## src/rtl/mini_cpu_pkg.sv

```systemverilog
// Shared widths, opcode map and FSM encoding for the mini_cpu accumulator core.
// Optional multiply opcode is enabled by defining MINI_CPU_MUL_EN.
package mini_cpu_pkg;

    localparam int IW  = 16;
    localparam int AW  = 8;
    localparam int OPW = 4;

    localparam logic [OPW-1:0] OP_NOP = 4'h0;
    localparam logic [OPW-1:0] OP_LD  = 4'h1;
    localparam logic [OPW-1:0] OP_ADD = 4'h2;
    localparam logic [OPW-1:0] OP_SUB = 4'h3;
    localparam logic [OPW-1:0] OP_AND = 4'h4;
    localparam logic [OPW-1:0] OP_OR  = 4'h5;
    localparam logic [OPW-1:0] OP_XOR = 4'h6;
    localparam logic [OPW-1:0] OP_NOT = 4'h7;
    localparam logic [OPW-1:0] OP_SHL = 4'h8;
    localparam logic [OPW-1:0] OP_SHR = 4'h9;
    localparam logic [OPW-1:0] OP_LDI = 4'hA;
    localparam logic [OPW-1:0] OP_JMP = 4'hB;
    localparam logic [OPW-1:0] OP_JZ  = 4'hC;
    localparam logic [OPW-1:0] OP_JNZ = 4'hD;
    localparam logic [OPW-1:0] OP_MUL = 4'hE;
    localparam logic [OPW-1:0] OP_HLT = 4'hF;

    typedef enum logic [2:0] {
        S_IDLE    = 3'd0,
        S_FETCH   = 3'd1,
        S_DECODE  = 3'd2,
        S_EXECUTE = 3'd3,
        S_HALT    = 3'd4
    } state_t;

    // Branches test the accumulator as it stood before EXECUTE; HALT parks the fetch pointer.
    function automatic logic [AW-1:0] next_ipc(
        input logic [OPW-1:0] op,
        input logic [IW-1:0]  acc,
        input logic [AW-1:0]  ipc,
        input logic [AW-1:0]  imm
    );
        logic [AW-1:0] seq;
        seq = ipc + 8'd1;
        case (op)
            OP_JMP:  next_ipc = imm;
            OP_JZ:   next_ipc = (acc == 16'h0000) ? imm : seq;
            OP_JNZ:  next_ipc = (acc != 16'h0000) ? imm : seq;
            OP_HLT:  next_ipc = ipc;
            default: next_ipc = seq;
        endcase
    endfunction

endpackage

```

## src/rtl/mini_cpu_alu.sv

```systemverilog
// Combinational accumulator ALU; result defaults to acc for non-arithmetic opcodes.
// MUL on opcode E exists only when MINI_CPU_MUL_EN is defined.
module mini_cpu_alu
    import mini_cpu_pkg::*;
(
    input  logic [OPW-1:0] op,
    input  logic [IW-1:0]  acc,
    input  logic [IW-1:0]  d,
    output logic [IW-1:0]  result
);

    // Opcode-selected accumulator update, all modulo 2^16.
    always_comb begin
        result = acc;
        case (op)
            OP_LD:   result = d;
            OP_ADD:  result = acc + d;
            OP_SUB:  result = acc - d;
            OP_AND:  result = acc & d;
            OP_OR:   result = acc | d;
            OP_XOR:  result = acc ^ d;
            OP_NOT:  result = ~acc;
            OP_SHL:  result = {acc[IW-2:0], 1'b0};
            OP_SHR:  result = {1'b0, acc[IW-1:1]};
            OP_LDI:  result = d;
`ifdef MINI_CPU_MUL_EN
            OP_MUL:  result = acc * d;
`endif
            default: result = acc;
        endcase
    end

endmodule

```

## src/rtl/mini_cpu.sv

```systemverilog
// Three-cycle-per-instruction accumulator CPU (FETCH/DECODE/EXECUTE) with HALT.
// Define MINI_CPU_MUL_EN to turn opcode E into MUL; otherwise it is a NOP.
module mini_cpu
    import mini_cpu_pkg::*;
(
    input  logic          CLK,
    input  logic          RST_N,
    input  logic [15:0]   PC,
    output logic [7:0]    ADDRESS,
    input  logic [15:0]   OUT_MEMORY,
    output logic [15:0]   MAR,
    output logic [15:0]   IN_ADDRESS_MEMORY,
    input  logic [15:0]   OUT_ADDRESS_MEMORY,
    output logic [15:0]   RESULT
);

    state_t          r_state;
    logic [AW-1:0]   r_ipc;
    logic [IW-1:0]   r_ir;
    logic [AW-1:0]   r_mar;
    logic [IW-1:0]   r_acc;

    logic [OPW-1:0]  w_op;
    logic [AW-1:0]   w_imm;
    logic [IW-1:0]   w_alu_d;
    logic [IW-1:0]   w_alu_result;
    logic [AW-1:0]   w_next_ipc;
    logic            w_unused;

    assign w_op     = r_ir[15:12];
    assign w_imm    = r_ir[7:0];
    assign w_unused = ^{PC[15:8], r_ir[11:8]};

    // LDI reuses the ALU load path with the zero-extended immediate as operand.
    always_comb begin
        if (w_op == OP_LDI) begin
            w_alu_d = {8'h00, w_imm};
        end else begin
            w_alu_d = OUT_ADDRESS_MEMORY;
        end
    end

    // Fetch-pointer update for the instruction held in IR.
    always_comb begin
        w_next_ipc = next_ipc(w_op, r_acc, r_ipc, w_imm);
    end

    mini_cpu_alu u_alu (
        .op     (w_op),
        .acc    (r_acc),
        .d      (w_alu_d),
        .result (w_alu_result)
    );

    // Control FSM and architectural registers; ACC only changes on the EXECUTE edge.
    always_ff @(posedge CLK or posedge RST_N) begin
        if (RST_N) begin
            r_state <= S_IDLE;
            r_ipc   <= 8'h00;
            r_ir    <= 16'h0000;
            r_mar   <= 8'h00;
            r_acc   <= 16'h0000;
        end else begin
            case (r_state)
                S_IDLE: begin
                    // An X on PC makes the compare unknown, which keeps us parked here.
                    if (PC[7:0] != 8'h00) begin
                        r_ipc   <= PC[7:0];
                        r_state <= S_FETCH;
                    end
                end
                S_FETCH: begin
                    r_ir    <= OUT_MEMORY;
                    r_state <= S_DECODE;
                end
                S_DECODE: begin
                    r_mar   <= w_imm;
                    r_state <= S_EXECUTE;
                end
                S_EXECUTE: begin
                    r_acc <= w_alu_result;
                    r_ipc <= w_next_ipc;
                    if (w_op == OP_HLT) begin
                        r_state <= S_HALT;
                    end else begin
                        r_state <= S_FETCH;
                    end
                end
                S_HALT: begin
                    r_state <= S_HALT;
                end
                default: begin
                    r_state <= S_IDLE;
                end
            endcase
        end
    end

    assign ADDRESS           = r_ipc;
    assign MAR               = {8'h00, r_mar};
    assign IN_ADDRESS_MEMORY = {8'h00, r_mar};
    assign RESULT            = r_acc;

endmodule

```

## config.mk

```make
export PLATFORM = sky130hd
export DESIGN_NAME = mini_cpu
export DESIGN_NICKNAME = d
export VERILOG_FILES = /design/src/rtl/mini_cpu_pkg.sv /design/src/rtl/mini_cpu_alu.sv /design/src/rtl/mini_cpu.sv
export SDC_FILE = /design/constraint.sdc
export NUM_CORES = 1
export LEC_CHECK = 0
export BUFFER_PORTS_ARGS = -buffer_cell sky130_fd_sc_hd__buf_2
export CORE_UTILIZATION = 50
export CTS_CLUSTER_SIZE = 30
export DETAILED_ROUTE_END_ITERATION = 16
export PLACE_DENSITY_LB_ADDON = 0.3
export RECOVER_POWER = 50
export REMOVE_ABC_BUFFERS = 1
export SLEW_MARGIN = 10
export SYNTH_ARGS = -nofsm -noshare
export SYNTH_HDL_FRONTEND = slang
export SYNTH_SLANG_ARGS = --single-unit
```

## constraint.sdc

```tcl
create_clock -name CLK -period 3.9 [get_ports CLK]
set_input_delay 0.195 -clock CLK [delete_from_list [all_inputs] [get_ports CLK]]
set_output_delay 0.195 -clock CLK [all_outputs]
set_load 0.005 [all_outputs]
```

# After elaboration in Yosys (flattened, before gate mapping)
# Index checks and enable logic that the tools add are counted.
# W data, S select, Z words.
[word_totals] register_bits=51 input_bits=50 output_inout_bits=56 wordCells=51
[classes] add_sub_neg=3 eq_ne=20 n_mux=10 n_bitwise=4 reduce_logical=9
[ops] operator="$pmux W16 S9" count=1
[ops] operator="$pmux W8 S4" count=1
[ops] operator="$eq A4 B4 Y1 const B" count=7
[ops] operator="$mux W8" count=3
[ops] operator="$add A16 B16 Y16" count=1
[ops] operator="$and A16 B16 Y16" count=1
[ops] operator="$eq A4 B3 Y1 const B" count=4
[ops] operator="$logic_not A16 Y1" count=1
[ops] operator="$mux W16" count=1
[ops] operator="$not A16 Y16" count=1
[ops] operator="$or A16 B16 Y16" count=1
[ops] operator="$pmux W8 S2" count=1
[ops] operator="$reduce_bool A16 Y1" count=1
[ops] operator="$sub A16 B16 Y16" count=1
[ops] operator="$xor A16 B16 Y16" count=1
[ops] operator="$pmux W3 S5" count=1
[ops] operator="$reduce_bool A9 Y1" count=1
[ops] operator="$add A8 B1 Y8 const B" count=1
[ops] operator="$eq A4 B2 Y1 const B" count=2
[ops] operator="$reduce_bool A8 Y1" count=1
[ops] operator="$eq A3 B2 Y1 const B" count=2
[ops] operator="$mux W3" count=2
[ops] operator="$eq A4 B1 Y1 const B" count=1
[ops] operator="$ne A2 B2 Y1 const B" count=2
[ops] operator="other kinds (7)" count=7

# Longest topological paths before layout
# Gate-level depths: netlist (run 1).
[logic_depth] ltp_word=4 depth_mapped=18 depth_no_buf=15

# By module
# Synthesis (run 1) repeated with hierarchy kept, for this count alone.
[hier_totals] cells_unflattened=719 hier_area_um2=5715.5
[modules_own_cells] mod="mini_cpu_alu" n_inst=1 cells_per_inst=454 area_each_um2=3051.7 seq_area_each_um2=0.0
[modules_own_cells] mod="mini_cpu" n_inst=1 cells_per_inst=265 area_each_um2=2663.8 seq_area_each_um2=1176.1

# Worst setup path after synthesis (run 1)
# No wires, ideal clock.
[synth_timing] path_type="flip-flop to flip-flop" from="register r_ir[13]" to="register r_acc[9], in the netlist RESULT[9]" setup_time_ps=135 arrival_ps=3217 t_required_ps=3765 setup_slack_ps=548 stages_incl_launch_ff=16 path_buffers=3 synth_period_minus_slack_ps=3352 path_cell_list="dfrtp_1 buf_2 and4bb_1 buf_4 buf_2 or4_1 nand3_1 xnor2_1 ha_1 a21o_1 a21oi_1 a21boi_1 a31o_1 or4_1 a31oi_1 a21oi_1"
[synth_between] elab_chain_cells=4 elab_cells_between_ends=20 cone_classes="2 x add/sub; 10 x eq/ne; 2 x mux; 3 x bitwise; 3 x reduce/logical"
[synth_rtl] item="start, declared" line_no="mini_cpu.sv:19" text="logic [IW-1:0] r_ir;"
[synth_rtl] item="start signal, assigned" line_no="mini_cpu.sv:60" text="r_ir <= 16'h0000;"
[synth_rtl] item="start signal, assigned" line_no="mini_cpu.sv:73" text="r_ir <= OUT_MEMORY;"
[synth_rtl] item="$eq A4 B4 Y1 or $eq A4 B1 Y1 (tied branches)" line_no="mini_cpu_alu.sv:15, mini_cpu.sv:36"
[synth_rtl] item="$mux W16 or $reduce_or A2 Y1 (tied branches)"
[synth_rtl] item="$sub A16 B16 Y16, or another cell as far along" line_no="mini_cpu_alu.sv:18" text="OP_SUB: result = acc - d;"
[synth_rtl] item="$pmux W16 S9 or $reduce_and A2 Y1 (tied branches)"
[synth_rtl] item="end signal, assigned" line_no="mini_cpu.sv:81" text="r_acc <= w_alu_result;"
[synth_rtl] item="end, declared" line_no="mini_cpu.sv:21" text="logic [IW-1:0] r_acc;"
# Several ways; a longest one is shown, not always the timed one.
# A chain may end at the register's enable or synchronous reset.

# Final worst setup path (run 1)
[layout_timing] from="register r_ir[14]" to="register r_acc[14], in the netlist RESULT[14]"
# The elaborated chain is that of the path after synthesis.

==> impl_metrics.yaml, run 1 <==
timing:
  slew_headroom: -0.242
  clock.fmax_mhz: 282
  hold_ws_ns: 0.105
  skew_ns: 0.0198
  finalHoldViolations: 0
  drv_slew: 48
  setup_viol: 0
  finalSetupTns_ns: 0
  period_share: 0.910
  worst_slew_pin_slew_ns: 1.86
  fin_ws_ns: 0.352
  period_needed_ns: 3.55
  grt_setup_unrepaired: "false"
worst_hold_path:
  hp-start: "OUT_MEMORY[6]"
  hp-class: "primary input to register"
clock_tree:
  cts.sink_count: 47
  cts.reportedPaths.clkPinSlew_ns: 0.12
  tritoncts: "done"
  cts_buffers: 5
  cts_buffer_depth: 2
  insertion_delay_ns: 0.33
  cts_root_buffer: "clkbuf_8"
  htreeDepth: 2
synth:
  synth_area_per_cell_sq_um: 8.02
  yosys_register_bits: 47
  seq_area_frac_synth: 0.227
  synth_warnings: 0
  synth_edf_count: 0
  ys_dominant_reg_cell: "dfrtp_1"
  async_flop_share: 1.00
  synthesis.area_sq_mm: 0.00518
  synth_cell_types: 75
  syn-instance-count: 646
final_layout:
  syn_to_final_growth_pct: 10.1
  post-route-util: 0.575
  layout_common_cells: "70 x buf_2, 64 x nand2_1, 60 x nor2_1"
  diodes: 0
  final_common_cell: "buf_2"
  fin_nets: 801
  drive_above_1_share: 0.193
  fin_cells: 838
critical_path:
  required_ns: 4.11
  critPathLaunchType: "register"
  crit_slowest_cell: "dfrtp_1"
  cp_cell_sequence: "and4bb_1 -> buf_4 -> mux2i_1 -> inv_1 -> xnor2_1 -> ha_1 -> a21o_1 -> a21oi_1 -> o21a_1 -> o31ai_1 -> o31ai_1 -> xor2_1 -> o21ai_1"
  crit_path_frequent_cell: "o31ai_1"
  cp_max_fo: 6
  worstSetupStartpoint: "r_ir[14]"
  cp_slowest_stage_delay_ns: 0.45
  worstSetupPathType: "register to register"
  worstReg2RegStart: "r_ir[14]"
  critPathArrivalTime_ns: 3.76
  end_kind: "register"
grt:
  grt_pass1_wl_um: 24800
  grtUsageTotal: 0.283
  grt_max_degree: 48
  grt_remaining_overflow: 0
  grt_pass1_vias: 4991
  antenna_found_initial: 0
floorplanning:
  die_h_um: 104
  boundaryPins: 106
  die_area_sq_mm: 0.0108
  core_area_sq_mm: 0.00991
  start_util: 0.523
  die_x_um: 104
  placementRows: 36
detailed_routing:
  finalWirelength_um: 15200
  via_per_inst: 6.15
  drt-wirelength-per-cell_um: 18.2
  drc_errors: 0
  drt_iter0_markers: 471
  vias: 5157
  ant_nets: 0
  dr.pass1.iters: 7
run_status:
  violations: "max-capacitance violations, max-slew violations"
  outcome: "finished, violations left"
placed_design:
  place_hpwl_um: 11000
  place_inst: 830
  pre_cts_ws_ns: 0.316
  io_buffers: 77
  gp_congestion: 0.883
power:
  power_per_cell_area_mw_per_mm2: 957
  vdd_drop_max_mv: 0.419
  power_leakage_uw: 0.00263
job:
  max_cap_violations: 1
## worst max-delay path, delay by kind of cell, from the launching register on
family,cells,cell delay [ns]
flops,1,0.45
mux,1,0.29
compound gates,6,1.24
buf+inv,2,0.32
xor+xnor,2,0.37
fa+ha+maj,1,0.30
simple gates,1,0.45
## flip-flops by register name (all words and copies together) (netlist names)
signal	flops
ADDRESS	8
RESULT	16
r_ir	12
r_mar	8
r_state	3
## area by class of cell
type | instances | area [sq um]
fill | 930 | 4210
multi-input combinational | 514 | 3580
sequential | 47 | 1180
timing repair buffer | 95 | 512
tap | 133 | 166
inverter | 41 | 154
clock buffer | 5 | 68.8
clock inverter | 3 | 47.5
## synth_stat cells (all sizes together), types with 3 or more instances
cell	instances	area, sq um
nand3	11	60.1
nor2b	10	62.6
o22ai	14	87.6
a32oi	3	26.3
xor2	8	70.1
o2111ai	3	26.3
a31oi	7	43.8
xnor2	21	184
o221ai	4	35.0
nand2	64	240
o21a	4	30.0
nor4	10	83.8
mux2	20	225
a21o	7	52.6
o31ai	6	58.8
a21oi	43	215
a221oi	6	58.8
nor3b	3	27.5
o21ai	34	170
nor2	61	231
o21bai	4	30.0
buf	43	285
or4	3	22.5
dfrtp	47	1180
mux2i	26	260
nor3	15	75.1
nand2b	7	43.8
ha	46	576
nand4	5	31.3
inv	41	154
a211oi	8	65.1
clkbuf	16	60.1
a22oi	9	72.6
## final timing paths
kind                            depth (start not counted)  slack (ns)    endpoint
worst max-delay path                                   13        0.35  RESULT[14]
worst min-delay path                                    2        0.11     r_ir[6]
worst max register to register                         13        0.35  RESULT[14]
worst min register to register                          1        0.54    r_mar[3]
max in group asynchronous                               2        2.36    r_mar[7]
min in group asynchronous                               2        0.44  RESULT[13]
## cells by family (layout without fill, tap and decap cells)
group,count (synthesis),after routing,synth area share
fa+ha+maj,47,47,0.115
mux,47,47,0.0981
other cells,1,16,0.000724
compound gates,172,172,0.223
flops,47,47,0.227
buf+inv,100,144,0.0964
simple gates,203,203,0.191
xor+xnor,29,29,0.0490
## metrics by stage
step,power (uW),instance area [sq um]
after floorplan,3770,4890
after global placement,4830,5580
after detailed placement,4970,5580
after CTS,5400,5700
after global routing,5930,5700
final,5460,5700
## power by group
group          internal [uW]  switching (uW)
Clock                    195             216
Sequential               742             454
Combinational           1660            2190
Total                   2600            2860
## per-layer routing
metal | GRT usage | share of wire | vias to the layer above | routed length (um)
met4 | 0.116 | 0.033 | 0 | 495
met5 | 0 | 0 | - | 0
met1 | 0.379 | 0.42 | 2439 | 6460
met3 | 0.0485 | 0.082 | 49 | 1240
li1 | - | - | 2405 | -
met2 | 0.452 | 0.46 | 264 | 7020
## repair_timing
| action | 4_1_cts | 5_1_grt |
|---|---|---|
| setup buffers | 0 | 0 |
| endpoints found under the setup margin | 0 | 1 |
| resized for setup | 0 | 3 |
| hold buffers | 0 | 0 |
No activity file was read; power rests on OpenSTA's default activity.
==> run 2, diff against run 1 <==
==> constraint.sdc (replaced) <==
create_clock -name CLK -period 4.07 [get_ports CLK]
set_input_delay 0.2035 -clock CLK [delete_from_list [all_inputs] [get_ports CLK]]
set_output_delay 0.2035 -clock CLK [all_outputs]
set_load 0.005 [all_outputs]
==> run 2 against run 1 <==
Effect of this change: non-clock buffer count is 3 lower; the flow still finishes with violations (max-capacitance violations, max-slew violations); register-to-register slack better by 0.03 ns; clock power is 5% lower; highest routed layer unchanged; sequential share of layout area is 0.13 points higher.
==> impl_metrics.yaml, run 2 (synthesis gave the netlist of run 1 again) <==
run_status:
  outcome: "finished, violations left"
  violations: "max-capacitance violations, max-slew violations"
critical_path:
  r2r-end: "RESULT[15]"
  critPathLaunchType: "register"
  cp_max_fo: 8
  r2r_cells: 13
  worstSetupPathType: "register to register"
  regToRegSetupSlack_ns: 0.38
  worstReg2RegStart: "r_ir[1]"
  end_kind: "register"
  required_ns: 4.28
  critPathArrivalTime_ns: 3.91
floorplanning:
  core_area_sq_mm: 0.00991
  die_x_um: 104
  placementRows: 36
  start_util: 0.523
  die_h_um: 104
  die_area_sq_mm: 0.0108
  boundaryPins: 106
grt:
  grt_pass1_vias: 4822
  grtUsageTotal: 0.283
  grt_pass1_wl_um: 24700
  grt_remaining_overflow: 0
  grt_max_degree: 48
  antenna_found_initial: 0
worst_hold_path:
  whs_path_depth: 2
  hp-class: "primary input to register"
  hp-start: "OUT_MEMORY[15]"
  min_to: "r_ir[15]"
timing:
  period_share: 0.907
  period_needed_ns: 3.69
  setup_viol: 0
  clock.fmax_mhz: 271
  skew_ns: 0.0150
  grt_setup_unrepaired: "false"
  hold_ws_ns: 0.114
  drv_slew: 48
  finalHoldViolations: 0
  worst_slew_pin_slew_ns: 1.86
  slew_headroom: -0.240
detailed_routing:
  finalWirelength_um: 15400
  via_per_inst: 6.17
  ant_nets: 0
  drc_errors: 0
  drt-wirelength-per-cell_um: 18.5
  dr.pass1.iters: 6
  vias: 5149
  drt_iter0_markers: 472
job:
  max_cap_violations: 1
power:
  p_sw_frac: 0.527
  p_seq_frac: 0.220
  clock_power_share: 0.075
  p_comb_frac: 0.704
  power_per_cell_area_mw_per_mm2: 921
  vdd_drop_max_mv: 0.479
  p_int_uw: 2470
  power_leakage_uw: 0.00262
  fin_total_pwr_uw: 5220
  power.net_switching_uw: 2750
clock_tree:
  cts.reportedPaths.clkPinSlew_ns: 0.11
  cts_hold_buf: 0
  cts-resized-gates: 0
  tritoncts: "done"
  cts_buffer_depth: 2
  cts_setup_buffers: 0
  cts_root_buffer: "clkbuf_8"
  insertion_delay_ns: 0.33
  cts_buffers: 5
  htreeDepth: 2
  cts.sink_count: 47
final_layout:
  fill_cells: 943
  largest_register_ffs: 16
  multi_input_area_sq_mm: 0.00356
  final_common_cell: "buf_2"
  layout_common_cells: "70 x buf_2, 64 x nand2_1, 60 x nor2_1"
  diodes: 0
  fin_nets: 798
  syn_to_final_growth_pct: 9.42
  final-seq-area_sq_mm: 0.00118
  drive_above_1_share: 0.185
placed_design:
  gp_congestion: 0.898
  place_hpwl_um: 11000
  io_buffers: 77
[run 2: cell types whose count changed in the layout (fill, tap and decap cells not counted), sizes merged]
cell | previous run | this run
buf | 89 | 85
clkbuf | 11 | 12
[run 2: power by group through the flow]
stage,Sequential (uW),Combinational [uW],Clock [uW]
global placement,1120,3480,0
detailed placement,1150,3600,0
floorplan,1160,2450,0
CTS,1140,3620,400
global route,1190,4020,415
finish,1150,3670,393
[run 2: critical path, stage by stage (launching register included)]
cell     delay [ns]
dfrtp_1        0.51
nor4_1         0.54
nand3_1        0.14
a22oi_1        0.43
nor2_1         0.18
xnor2_1        0.17
ha_1           0.36
a21o_1         0.21
a21o_1         0.18
a21oi_1        0.25
o21ai_0        0.11
a21oi_1        0.24
nand4_1        0.11
nor3b_1        0.15
[run 2: layer usage]
metal,up-vias,share of wire,track usage
met5,-,0,0
met4,0,0.035,0.117
met3,48,0.084,0.0378
met2,266,0.45,0.452
met1,2433,0.43,0.385
li1,2402,-,-
[run 2: layout make-up]
class                   count  share of cell area
well taps                 133              0.0294
inverters                  41              0.0272
clock inverters             3             0.00839
repair buffers             92              0.0863
flip-flops and latches     47               0.208
multi-input cells         514               0.629
clock buffers               5              0.0121
[run 2: metrics by stage]
stage	setup WS [ns]	cells	util	TNS, ns	cell area, sq um
after CTS	0.441	835	0.573	0	5680
after global placement	0.549	827	0.561	0	5560
final	0.377	835	0.572	0	5670
after detailed placement	0.461	827	0.561	0	5560
after global routing	0.145	835	0.572	0	5670
after floorplan	-0.196	602	-	-0.294	4890
[run 2: worst max-delay path by stage]
| stage | start | endpoint | slack (ns) | cells after the start |
|---|---|---|---|---|
| floorplan | r_ir[13] | RESULT[9] | -0.20 | 14 |
| global placement | r_ir[2] | RESULT[13] | 0.55 | 13 |
| detailed placement | r_ir[15] | RESULT[9] | 0.46 | 13 |
| CTS | r_ir[15] | RESULT[9] | 0.44 | 13 |
| global route | r_ir[15] | RESULT[14] | 0.14 | 14 |
| finish | r_ir[1] | RESULT[15] | 0.38 | 13 |
